`config.mk`:
```
export PLATFORM = sky130hd
export DESIGN_NAME = serial_subtractor_flat
export DESIGN_NICKNAME = d
export VERILOG_FILES = /design/src/rtl/serial_subtractor_pkg.sv /design/src/rtl/serial_subtractor_if.sv /design/src/rtl/serial_subtractor_fullsubtractor.sv /design/src/rtl/serial_subtractor.sv /design/src/flat_wrapper.sv
export SDC_FILE = /design/constraint.sdc
export NUM_CORES = 1
export LEC_CHECK = 0
export BUFFER_PORTS_ARGS = -buffer_cell sky130_fd_sc_hd__buf_2
export CAP_MARGIN = 20
export CORE_UTILIZATION = 52
export DETAILED_ROUTE_END_ITERATION = 8
export PLACE_DENSITY = 0.83
export SLEW_MARGIN = 10
export SYNTH_ARGS = -nofsm -noshare
export SYNTH_HDL_FRONTEND = slang
export SYNTH_SLANG_ARGS = --single-unit
```
`constraint.sdc`:
```
create_clock -name clk -period 2 [get_ports clk]
set_clock_uncertainty 0.15 [all_clocks]
set_input_delay 0.5 -clock clk [delete_from_list [all_inputs] [get_ports clk]]
set_output_delay 0.5 -clock clk [all_outputs]
set_load 0.01 [all_outputs]
```
`src/rtl/serial_subtractor_pkg.sv`:
```
// Shared definitions for the bit-serial subtractor: FSM state encoding and default width.
package serial_defs;

    localparam int DEFAULT_WIDTH = 8;

    // 2'd3 is unused; the FSM treats it as illegal and returns to ST_IDLE.
    typedef enum logic [1:0] {
        ST_IDLE  = 2'd0,
        ST_SHIFT = 2'd1,
        ST_DONE  = 2'd2
    } state_t;

endpackage

```
`src/rtl/serial_subtractor_if.sv`:
```
// Operand/result bundle for serial_subtractor; master drives operands, slave returns the result.
//
// Handshake: an operation is accepted on a rising edge where start = 1 and ready = 1;
// a, b and bin are sampled on that edge only. done is high for exactly one cycle, and
// diff/bout are valid then and hold until the next accepted start.
interface serial_subtractor_if #(
    parameter int WIDTH = serial_defs::DEFAULT_WIDTH
);
    logic             start;
    logic [WIDTH-1:0] a;
    logic [WIDTH-1:0] b;
    logic             bin;
    logic             ready;
    logic             done;
    logic [WIDTH-1:0] diff;
    logic             bout;

    modport master (
        output start, a, b, bin,
        input  ready, done, diff, bout
    );

    modport slave (
        input  start, a, b, bin,
        output ready, done, diff, bout
    );
endinterface

```
`src/rtl/serial_subtractor_fullsubtractor.sv`:
```
// One-bit full subtractor: D = A - B - Bin, with Bout set when A < B + Bin.
module fullsubtractor (
    input  logic A,
    input  logic B,
    input  logic Bin,
    output logic D,
    output logic Bout
);
    assign D    = A ^ B ^ Bin;
    assign Bout = (~A & B) | (~(A ^ B) & Bin);
endmodule

```
`src/rtl/serial_subtractor.sv`:
```
// Bit-serial LSB-first subtractor: computes a - b - bin one bit per clock through a
// single full-subtractor stage with a registered borrow.
module serial_subtractor
    import serial_defs::*;
#(
    parameter int WIDTH = DEFAULT_WIDTH
) (
    input  logic                  clk,
    input  logic                  reset,
    serial_subtractor_if.slave    bus,
    output state_t                dbg_state
);
    localparam int CW = $clog2(WIDTH + 1);
    localparam logic [CW-1:0] LAST_BIT = CW'(WIDTH - 1);

    state_t           state, state_nxt;
    logic [WIDTH-1:0] sa, sa_nxt;
    logic [WIDTH-1:0] sb, sb_nxt;
    logic [WIDTH-1:0] sd, sd_nxt;
    logic             br, br_nxt;
    logic [CW-1:0]    cnt, cnt_nxt;
    logic             bit_d, bit_bo;

    fullsubtractor u_fs (
        .A    (sa[0]),
        .B    (sb[0]),
        .Bin  (br),
        .D    (bit_d),
        .Bout (bit_bo)
    );

    always_ff @(posedge clk) begin
        if (reset) begin
            state <= ST_IDLE;
            sa    <= '0;
            sb    <= '0;
            sd    <= '0;
            br    <= 1'b0;
            cnt   <= '0;
        end else begin
            state <= state_nxt;
            sa    <= sa_nxt;
            sb    <= sb_nxt;
            sd    <= sd_nxt;
            br    <= br_nxt;
            cnt   <= cnt_nxt;
        end
    end

    always_comb begin
        state_nxt = state;
        sa_nxt    = sa;
        sb_nxt    = sb;
        sd_nxt    = sd;
        br_nxt    = br;
        cnt_nxt   = cnt;
        case (state)
            ST_IDLE: begin
                if (bus.start) begin
                    sa_nxt    = bus.a;
                    sb_nxt    = bus.b;
                    br_nxt    = bus.bin;
                    sd_nxt    = '0;
                    cnt_nxt   = '0;
                    state_nxt = ST_SHIFT;
                end
            end
            ST_SHIFT: begin
                // Result enters at the MSB so that after WIDTH shifts bit 0 sits at sd[0].
                sd_nxt            = sd >> 1;
                sd_nxt[WIDTH-1]   = bit_d;
                sa_nxt            = sa >> 1;
                sb_nxt            = sb >> 1;
                br_nxt            = bit_bo;
                cnt_nxt           = cnt + 1'b1;
                if (cnt == LAST_BIT) begin
                    state_nxt = ST_DONE;
                end
            end
            ST_DONE: begin
                state_nxt = ST_IDLE;
            end
            default: begin
                state_nxt = ST_IDLE;
            end
        endcase
    end

    // Outputs are decoded only from registers, never from the inputs.
    assign bus.ready = (state == ST_IDLE);
    assign bus.done  = (state == ST_DONE);
    assign bus.diff  = sd;
    assign bus.bout  = br;
    assign dbg_state = state;
endmodule

```
`src/flat_wrapper.sv`:
```
// flat-port wrapper written by rule: the top's interface ports become plain ports
module serial_subtractor_flat import serial_defs::*;
#(
    parameter int WIDTH = DEFAULT_WIDTH
)
  (clk, reset, dbg_state, bus_start, bus_a, bus_b, bus_bin, bus_ready, bus_done, bus_diff, bus_bout);
  serial_subtractor_if #(.WIDTH(WIDTH)) bus_i ();
  input  logic clk;
  input  logic reset;
  output state_t dbg_state;
  input wire logic [$bits(bus_i.start)-1:0] bus_start;
  input wire logic [$bits(bus_i.a)-1:0] bus_a;
  input wire logic [$bits(bus_i.b)-1:0] bus_b;
  input wire logic [$bits(bus_i.bin)-1:0] bus_bin;
  output wire logic [$bits(bus_i.ready)-1:0] bus_ready;
  output wire logic [$bits(bus_i.done)-1:0] bus_done;
  output wire logic [$bits(bus_i.diff)-1:0] bus_diff;
  output wire logic [$bits(bus_i.bout)-1:0] bus_bout;
  assign bus_i.start = bus_start;
  assign bus_i.a = bus_a;
  assign bus_i.b = bus_b;
  assign bus_i.bin = bus_bin;
  assign bus_ready = bus_i.ready;
  assign bus_done = bus_i.done;
  assign bus_diff = bus_i.diff;
  assign bus_bout = bus_i.bout;
  serial_subtractor #(.WIDTH(WIDTH)) u_core (.clk(clk), .reset(reset), .bus(bus_i), .dbg_state(dbg_state));
endmodule
```
Word-level counts from Yosys, hierarchy flattened
Index checks and enable logic that the tools add are counted.

word-level totals
  register bits = 31
  logic and storage cells = 36

cells by class
  add/sub/neg operators = 1
  equal/unequal tests = 5
  multiplexer cells = 13
  bitwise logic cells = 7
  reduce and logical (&&, ||, !) cells = 4

operator list
  kind                                                                      count
  8-bit case mux with 2 select lines                                        3
  8-bit two-way mux                                                         3
  4-bit case mux with 2 select lines                                        1
  4-bit by 1-bit adder with 4-bit output (second input constant)            1
  4-bit by 3-bit equality test with 1-bit output (second input constant)    1
  2-bit two-way mux                                                         2
  4-bit two-way mux                                                         1
  2-bit case mux with 2 select lines                                        1
  2-bit AND reduction                                                       2
  1-bit AND                                                                 2
  2-bit by 1-bit equality test with 1-bit output (second input constant)    1
  2-bit equality test (second input constant)                               1
  2-bit zero test                                                           1
  2-bit by 1-bit inequality test with 1-bit output (second input constant)  1
  2-bit inequality test (second input constant)                             1
  1-bit NOT                                                                 2
  1-bit case mux with 2 select lines                                        1
  2-bit nonzero test                                                        1
  1-bit XOR                                                                 2
  1-bit two-way mux                                                         1
  1-bit bitwise OR                                                          1

Depth between registers and ports, before layout
Gate-level depths: netlist of run 1.

  depth after elaboration = 5
  mapped depth = 6
  gate-level depth less buffers = 5

Hierarchy
Synthesis of run 1 repeated with hierarchy kept, for this count alone.

unflattened totals
  cells, all modules = 185
  area total of the unflattened synthesis = 1511.4 um^2

by module, submodules not included
  module             times used  cells an instance  area an instance (um^2)  sequential area each (um^2)
  serial_subtractor  1           181                1480.2                   620.6
  fullsubtractor     1           4                  31.3                     0.0

Worst setup path before layout of run 1
OpenSTA, ideal clock, no wires.

  kind = reg2out
  start = reg u_core.state[1] (netlist: u_core.dbg_state[1])
  end = out bus_done
  arrival time = 1.081 ns
  path slack = 0.269 ns
  cell stages (with the launch flop) = 4
  buffers on the path = 2
  cell sequence = dfxtp_1 > buf_2 > buf_1 > nor2b_1

on the way
  cells in the longest elaborated chain, start to end = 1

RTL lines
  item                      line                     text
  start: declaration        serial_subtractor.sv:16  state_t state, state_nxt;
  start signal: assignment  serial_subtractor.sv:41  state <= state_nxt;
  2-bit equality test       serial_subtractor.sv:91  assign bus.done = (state == ST_DONE);
  end: declaration          flat_wrapper.sv:16       output wire logic [$bits(bus_i.done)-1:0] bus_done;

No other way between the ends.

Worst setup path in the final report of run 1
  start = reg u_core.state[0] (netlist: u_core.dbg_state[0])
  end = out bus_ready

on the way
  cells in the longest elaborated chain, start to end = 1

RTL lines
  item              line                     text
  2-bit zero test   serial_subtractor.sv:90  assign bus.ready = (state == ST_IDLE);
  end: declaration  flat_wrapper.sv:15       output wire logic [$bits(bus_i.ready)-1:0] bus_ready;

No other way between the ends.

==> run summary, run 1 <==
Status -> completed
Bufs on Longest Clock Path -> 2
PortBufs -> 32
Dpl ws -> 0.235 ns
Tot GR Track Use -> 21.6%
Crit path DAT -> 1.22 ns
Seq cells post-synth -> 31
Peak VDD IR -> 0.652 mV
Yosys warnings -> 0
Setup CP Type -> reg -> out
DIE HEIGHT -> 54.8 µm
Dpl hpwl -> 2000 µm
Max_cap viols -> 0
Final Hold Viols -> 0
Most common cell after layout, fill and taps aside -> buf_2
Post-route setup slack -> 0.130 ns
CP Max Fanout -> 15
Measured slew at the worst slew-check pin -> 0.546 ns
Hold Crit Class -> in -> reg
Vias in the first global route -> 1064
Dominant cell type by area after synthesis -> dfxtp_1
CP endpoint kind -> primary output
Leak Pwr -> 0.713 nW
Fin Setup TNS -> 0 ns
Share of layout cells above drive strength 1 -> 26.0%
Initial core utilization -> 56.9%
Total Wirelength -> 2930 µm
Commonest non-fill, non-tap cells in the layout -> buf_2, dfxtp_1, nor2_1, a21oi_1, nor3_1
Fmax -> 0.535 GHz
Residual DRC count -> 0
Core Box Area -> 2540 µm²
Power per cell area -> 816 nW/µm²
Via count -> 1240
Worst skew pair latency -> 0.33 ns
CTS tree -> built
Clk root buf -> clkbuf_4
Synth cell types -> 31
Final setup viols -> 0
Period Utilization, post-route -> 93.5%
Antenna violations before repair -> 0
Crit path required time -> 1.35 ns
Post-layout min period -> 1.87 ns
EDFF count, synth -> 0
Most used flip-flop cell after synthesis -> dfxtp_1
Final max-slew violation count -> 0
Wire length per cell -> 13.2 µm
Via/cell ratio -> 5.59
H-tree lvl count -> 2
Num CTS Buffers -> 5
Yosys top cell area share -> 42.8%
Syn nets -> 185
Ant diodes -> 0
Unrepaired setup endpoints after global routing -> false
Synth Cell Area -> 1450 µm²
Die area -> 3000 µm²
Async S/R FF share, synth -> 0%
Final #Nets -> 213
1st-pass router iterations -> 4
Max-slew headroom -> 63.6%
I/O pin total -> 33
Largest net degree at the start of global routing -> 32
Mapped Avg Cell Area -> 8.89 µm²
Iter 0 DRT Violations -> 32
Routed Antenna Nets -> 0
Post-cts gate resize count -> 0
Hold-fix buffers, CTS -> 0
Layout Area Growth over Synthesis -> 15.1%
Routability cong. -> 0.783
Row count -> 18
Syn Inst Count -> 163
Chip width -> 54.8 µm
Clock slew seen by the registers of the worst setup and hold paths -> 0.10 ns
Grt ovf -> 0
Setup bufs post-CTS -> 0
Clock tree sinks -> 31
First-pass GRT wire length -> 4500 µm
Dominant cells by area after synthesis -> dfxtp_1, or3b_1, nor2_1
Register area share after synthesis -> 42.8%
Worst setup SP type -> register
[cell families after synthesis]
group                    after synthesis  synth area share (%)
AND/OR/NAND/NOR                       80                  32.2
AO/OA/AOI/OAI                         33                  15.5
flip-flops                            31                  42.8
buffers and inverters                 16                  6.56
adder cells (fa/ha/maj)                2                  2.25
multiplexers                           1                 0.691
[registers in the layout, summed over array words and instances (netlist names)]
name / cells
u_core.bus.bout: 1
u_core.bus.diff: 8
u_core.cnt: 4
u_core.dbg_state: 2
u_core.sa: 8
u_core.sb: 8
[power by group]
group | leakage (nW) | internal, mW | switching [mW]
clock network | 0.0482 | 0.295 | 0.213
registers | 0.255 | 0.652 | 0.0196
logic | 0.410 | 0.0852 | 0.0961
[final timing paths]
| path | from | to | slack, ns | cells after the start |
|---|---|---|---|---|
| max | u_core.dbg_state[0] | bus_ready | 0.13 | 3 |
| min | bus_a[7] | u_core.sa[7] | 0.28 | 3 |
| max reg2reg | u_core.dbg_state[1] | u_core.cnt[3] | 0.44 | 3 |
| min reg2reg | u_core.sb[0] | u_core.sb[0] | 0.34 | 2 |
[metal layers]
| metal | up-vias | track usage, % | wire, µm |
|---|---|---|---|
| li1 | 620 | - | - |
| met1 | 577 | 25.7 | 1250 |
| met2 | 35 | 34.9 | 1440 |
| met3 | 8 | 7.50 | 183 |
| met4 | 0 | 8.97 | 56 |
| met5 | - | 0 | 0 |
[critical path, stage by stage, from the launching register on]
cell and delay [ns]:
dfxtp_1 0.36, buf_4 0.19, nor2_1 0.17, buf_2 0.17
[cell type report]
| cell class | instances | area (µm²) |
|---|---|---|
| tap | 30 | 37.5 |
| clock inverter | 2 | 35.0 |
| sequential | 31 | 621 |
| fill | 222 | 877 |
| clock buffer | 6 | 51.3 |
| inverter | 2 | 7.51 |
| timing repair buffer | 35 | 183 |
| multi-input combinational | 116 | 733 |
[per-stage QoR]
stage          utilization (%)  instances  power [mW]  area [µm²]  hold WS [ns]
2_1_floorplan                -        163       0.822        1450         0.295
5_1_grt                   65.5        222        1.43        1670         0.292
3_5_place_dp              62.1        214       0.867        1580         0.324
4_1_cts                   65.5        222        1.37        1670         0.273
6_report                  65.5        222        1.36        1670         0.283
3_3_place_gp              62.1        214       0.857        1580         0.313
[cells in the mapped netlist, types with 3 or more instances]
master    instances
nand2_1           3
nor2_1           26
or3b_1           12
clkbuf_1          4
a22oi_1           9
or2b_1            7
nor3_1           14
dfxtp_1          31
buf_2             3
a21oi_1          16
nand2b_1          8
or3b_2            4
buf_6             3
(Power assumes the default switching activity.)
==> run 2: changes to the inputs <==
--- a/config.mk
+++ b/config.mk
@@ -7,10 +7,12 @@
 export LEC_CHECK = 0
 export BUFFER_PORTS_ARGS = -buffer_cell sky130_fd_sc_hd__buf_2
 export CAP_MARGIN = 20
-export CORE_UTILIZATION = 52
+export CORE_UTILIZATION = 53
 export DETAILED_ROUTE_END_ITERATION = 8
-export PLACE_DENSITY = 0.83
+export GPL_ROUTABILITY_DRIVEN = 0
+export PLACE_DENSITY = 0.84
 export SLEW_MARGIN = 10
 export SYNTH_ARGS = -nofsm -noshare
 export SYNTH_HDL_FRONTEND = slang
+export SYNTH_HIERARCHICAL = 1
 export SYNTH_SLANG_ARGS = --single-unit
==> run 2 against run 1 <==
- power is 11% lower
- area after synthesis is 4.3% higher
- combinational power is 7% higher
- via count is 9.4% higher
- worst setup slack better by 0.032 ns
- synthesized cell count is 13% higher
- first-iteration DRC count rose by 88%
- non-clock buffer count increased by 5
- critical path depth unchanged
- clock power shrank 33%
- register-to-register slack got worse by 0.04 ns
- critical endpoint unchanged
==> run summary, run 2 <==
Fillers -> 271 (was 222)
Antenna violations before repair -> 0 (unchanged)
Mapped Avg Cell Area -> 8.17 µm² (was 8.89 µm²)
Dpl hpwl -> 2030 µm (was 2000 µm)
Critical path's slowest cell -> dfxtp_1 (unchanged)
Hold Crit Class -> in -> reg (unchanged)
Num CTS Buffers -> 5 (unchanged)
Power, Total -> 1.22 mW (was 1.36 mW)
Vias in the first global route -> 1184 (was 1064)
PortBufs -> 32 (unchanged)
Layout Area Growth over Synthesis -> 14.9% (was 15.1%)
Bufs on Longest Clock Path -> 2 (unchanged)
H-tree lvl count -> 2 (unchanged)
Max_cap viols -> 0 (unchanged)
Final setup viols -> 0 (unchanged)
Via count -> 1357 (was 1240)
Routed Antenna Nets -> 0 (unchanged)
Post-placement cell area -> 1690 µm² (was 1580 µm²)
Syn Inst Count -> 185 (was 163)
Total Wirelength -> 3040 µm (was 2930 µm)
Async S/R FF share, synth -> 0% (unchanged)
Clock slew seen by the registers of the worst setup and hold paths -> 0.09 ns (was 0.10 ns)
Crit path max-delay family -> flip-flops (unchanged)
CTS tree -> built (unchanged)
Tot GR Track Use -> 21.2% (was 21.6%)
First-pass GRT wire length -> 5140 µm (was 4500 µm)
Hold_sp -> bus_b[7] (was bus_a[7])
Chip width -> 55.4 µm (was 54.8 µm)
Row count -> 19 (was 18)
R2r startpoint -> u_core/dbg_state[0] (was u_core.dbg_state[1])
Final max-slew violation count -> 0 (unchanged)
Final #Nets -> 238 (was 213)
Most common cell after layout, fill and taps aside -> nor2_1 (was buf_2)
Share of layout cells above drive strength 1 -> 28.6% (was 26.0%)
Setup crit start -> u_core/dbg_state[0] (was u_core.dbg_state[0])
Die area -> 3070 µm² (was 3000 µm²)
Grt ovf -> 0 (unchanged)
Ant diodes -> 0 (unchanged)
Met2 WL -> 1280 µm (was 1440 µm)
Final Util -> 63.5% (was 65.5%)
Period Utilization, post-route -> 91.9% (was 93.5%)
Most used flip-flop cell after synthesis -> dfxtp_1 (unchanged)
Yosys warnings -> 6 (was 0)
Yosys top cell area share -> 41.1% (was 42.8%)
Commonest non-fill, non-tap cells in the layout -> nor2_1, buf_2, dfxtp_1, a21oi_1, inv_1 (was buf_2, dfxtp_1, nor2_1, a21oi_1, nor3_1)
Dominant cell type by area after synthesis -> dfxtp_1 (unchanged)
DIE HEIGHT -> 55.4 µm (was 54.8 µm)
Worst setup SP type -> register (unchanged)
Setup CP Type -> reg -> out (unchanged)
Measured slew at the worst slew-check pin -> 0.691 ns (was 0.546 ns)
Crit path cell chain -> buf_4 -> nor2_1 -> buf_2 (unchanged)
Power per cell area -> 701 nW/µm² (was 816 nW/µm²)
EDFF count, synth -> 0 (unchanged)
Largest net degree at the start of global routing -> 28 (was 32)
Unrepaired setup endpoints after global routing -> false (unchanged)
Register area share after synthesis -> 41.1% (was 42.8%)
Peak VDD IR -> 0.527 mV (was 0.652 mV)
CP Buf/Inv Count -> 2 (unchanged)
Worst skew pair latency -> 0.33 ns (about the same)
Fmax -> 0.544 GHz (was 0.535 GHz)
Clock tree sinks -> 31 (unchanged)
CP Max Fanout -> 9 (was 15)
Most numerous cell in the Yosys netlist -> nor2_1 (was dfxtp_1)
Crit path DAT -> 1.19 ns (was 1.22 ns)
Dominant cells by area after synthesis -> dfxtp_1, o221a_2, a21oi_1 (was dfxtp_1, or3b_1, nor2_1)
Wire length per cell -> 12.3 µm (was 13.2 µm)
Seq cells post-synth -> 31 (unchanged)
WL met3 -> 146 µm (was 183 µm)
Post-layout min period -> 1.84 ns (was 1.87 ns)
Clk root buf -> clkbuf_4 (unchanged)
Iter 0 DRT Violations -> 60 (was 32)
Residual DRC count -> 0 (unchanged)
Max layer used -> met4 (unchanged)
I/O pin total -> 33 (unchanged)
Setup bufs post-CTS -> 0 (unchanged)
Syn nets -> 207 (was 185)
Commonest cells post-synth -> nor2_1, dfxtp_1, a21oi_1 (was dfxtp_1, nor2_1, a21oi_1)
1st-pass router iterations -> 4 (unchanged)
CP endpoint kind -> primary output (unchanged)
Max stage delay on crit path -> 0.46 ns (was 0.36 ns)
Status -> completed (unchanged)
Leak Pwr -> 0.775 nW (was 0.713 nW)
Core Box Area -> 2730 µm² (was 2540 µm²)
Synth cell types -> 29 (was 31)
Final Hold Viols -> 0 (unchanged)
Max-slew headroom -> 53.9% (was 63.6%)
Fin Setup TNS -> 0 ns (unchanged)
Initial core utilization -> 55.3% (was 56.9%)
Via/cell ratio -> 5.47 (was 5.59)
Synth Cell Area -> 1510 µm² (was 1450 µm²)
Crit path required time -> 1.35 ns (about the same)
Cell area after layout -> 1740 µm² (was 1670 µm²)
Met1 wire length -> 1550 µm (was 1250 µm)
==> run 2: cell count changes in the layout (fill, tap and decap cells not counted), sizes merged, moves of 3 or more <==
cell	previous run	this run
a21oi	16	29
or2b	7	0
o22a	0	3
nor2b	1	6
nand2b	8	2
nor3	14	0
buf	35	40
o221a	0	14
or3b	16	0
nor2	26	35
inv	2	18
==> run 2: cell families (layout without fill, tap and decap cells) <==
kind of cell    Yosys count  in the layout  share of synthesized area [%]
compound gates           62             62                           29.4
fa+ha+maj                 2              2                           2.15
buf+inv                  34             66                           10.1
flops                    31             31                           41.1
mux                       1              1                          0.662
simple gates             55             55                           16.6
==> run 2: timing repair <==
item | in CTS | in global routing
setup endpoints to repair | 0 | 1
gates resized for setup | 0 | 1
hold buffers | 0 | 0
==> run 2: worst register-to-register path: stages (launching register included) <==
cell and delay, ns:
dfxtp_1 0.46, nor2b_1 0.61, nand3b_1 0.14, a31oi_1 0.17
==> run 2: routing by layer <==
metal | GRT usage (%) | vias to the layer above
met1 | 29.0 | 604
li1 | - | 709
met5 | 0 | -
met4 | 8.57 | 0
met2 | 30.6 | 38
met3 | 7.03 | 6
==> run 2: path summary, 6_finish.rpt <==
kind                        end  depth (start not counted)  slack (ns)
setup / recovery      bus_ready                          3        0.16
hold / removal     u_core/sb[7]                          3        0.30
setup reg to reg  u_core/cnt[2]                          3        0.40
hold reg to reg    u_core/sa[7]                          2        0.33
==> run 2: area by class of cell <==
cell class | instances | area [µm²] | area share, %
clock inverters | 1 | 5.00 | 0.288
clock buffers | 7 | 45.0 | 2.59
well taps | 31 | 38.8 | 2.23
flip-flops and latches | 31 | 622 | 35.8
inverters | 18 | 67.6 | 3.89
multi-input cells | 120 | 738 | 42.5
repair buffers | 40 | 220 | 12.7
==> run 2: metrics by stage <==
| step | setup WS, ns | cells | hold slack [ns] |
|---|---|---|---|
| after floorplan | 0.263 | 185 | 0.305 |
| after global placement | 0.364 | 240 | 0.322 |
| after detailed placement | 0.369 | 240 | 0.322 |
| after CTS | 0.00354 | 248 | 0.282 |
| after global routing | 0.0641 | 248 | 0.269 |
| final | 0.162 | 248 | 0.298 |
==> run 2: power by group <==
group | internal, mW | leakage (nW) | total (mW) | switching [mW]
clock network | 0.137 | 0.0293 | 0.342 | 0.205
logic | 0.0937 | 0.490 | 0.193 | 0.0996
registers | 0.652 | 0.255 | 0.682 | 0.0294
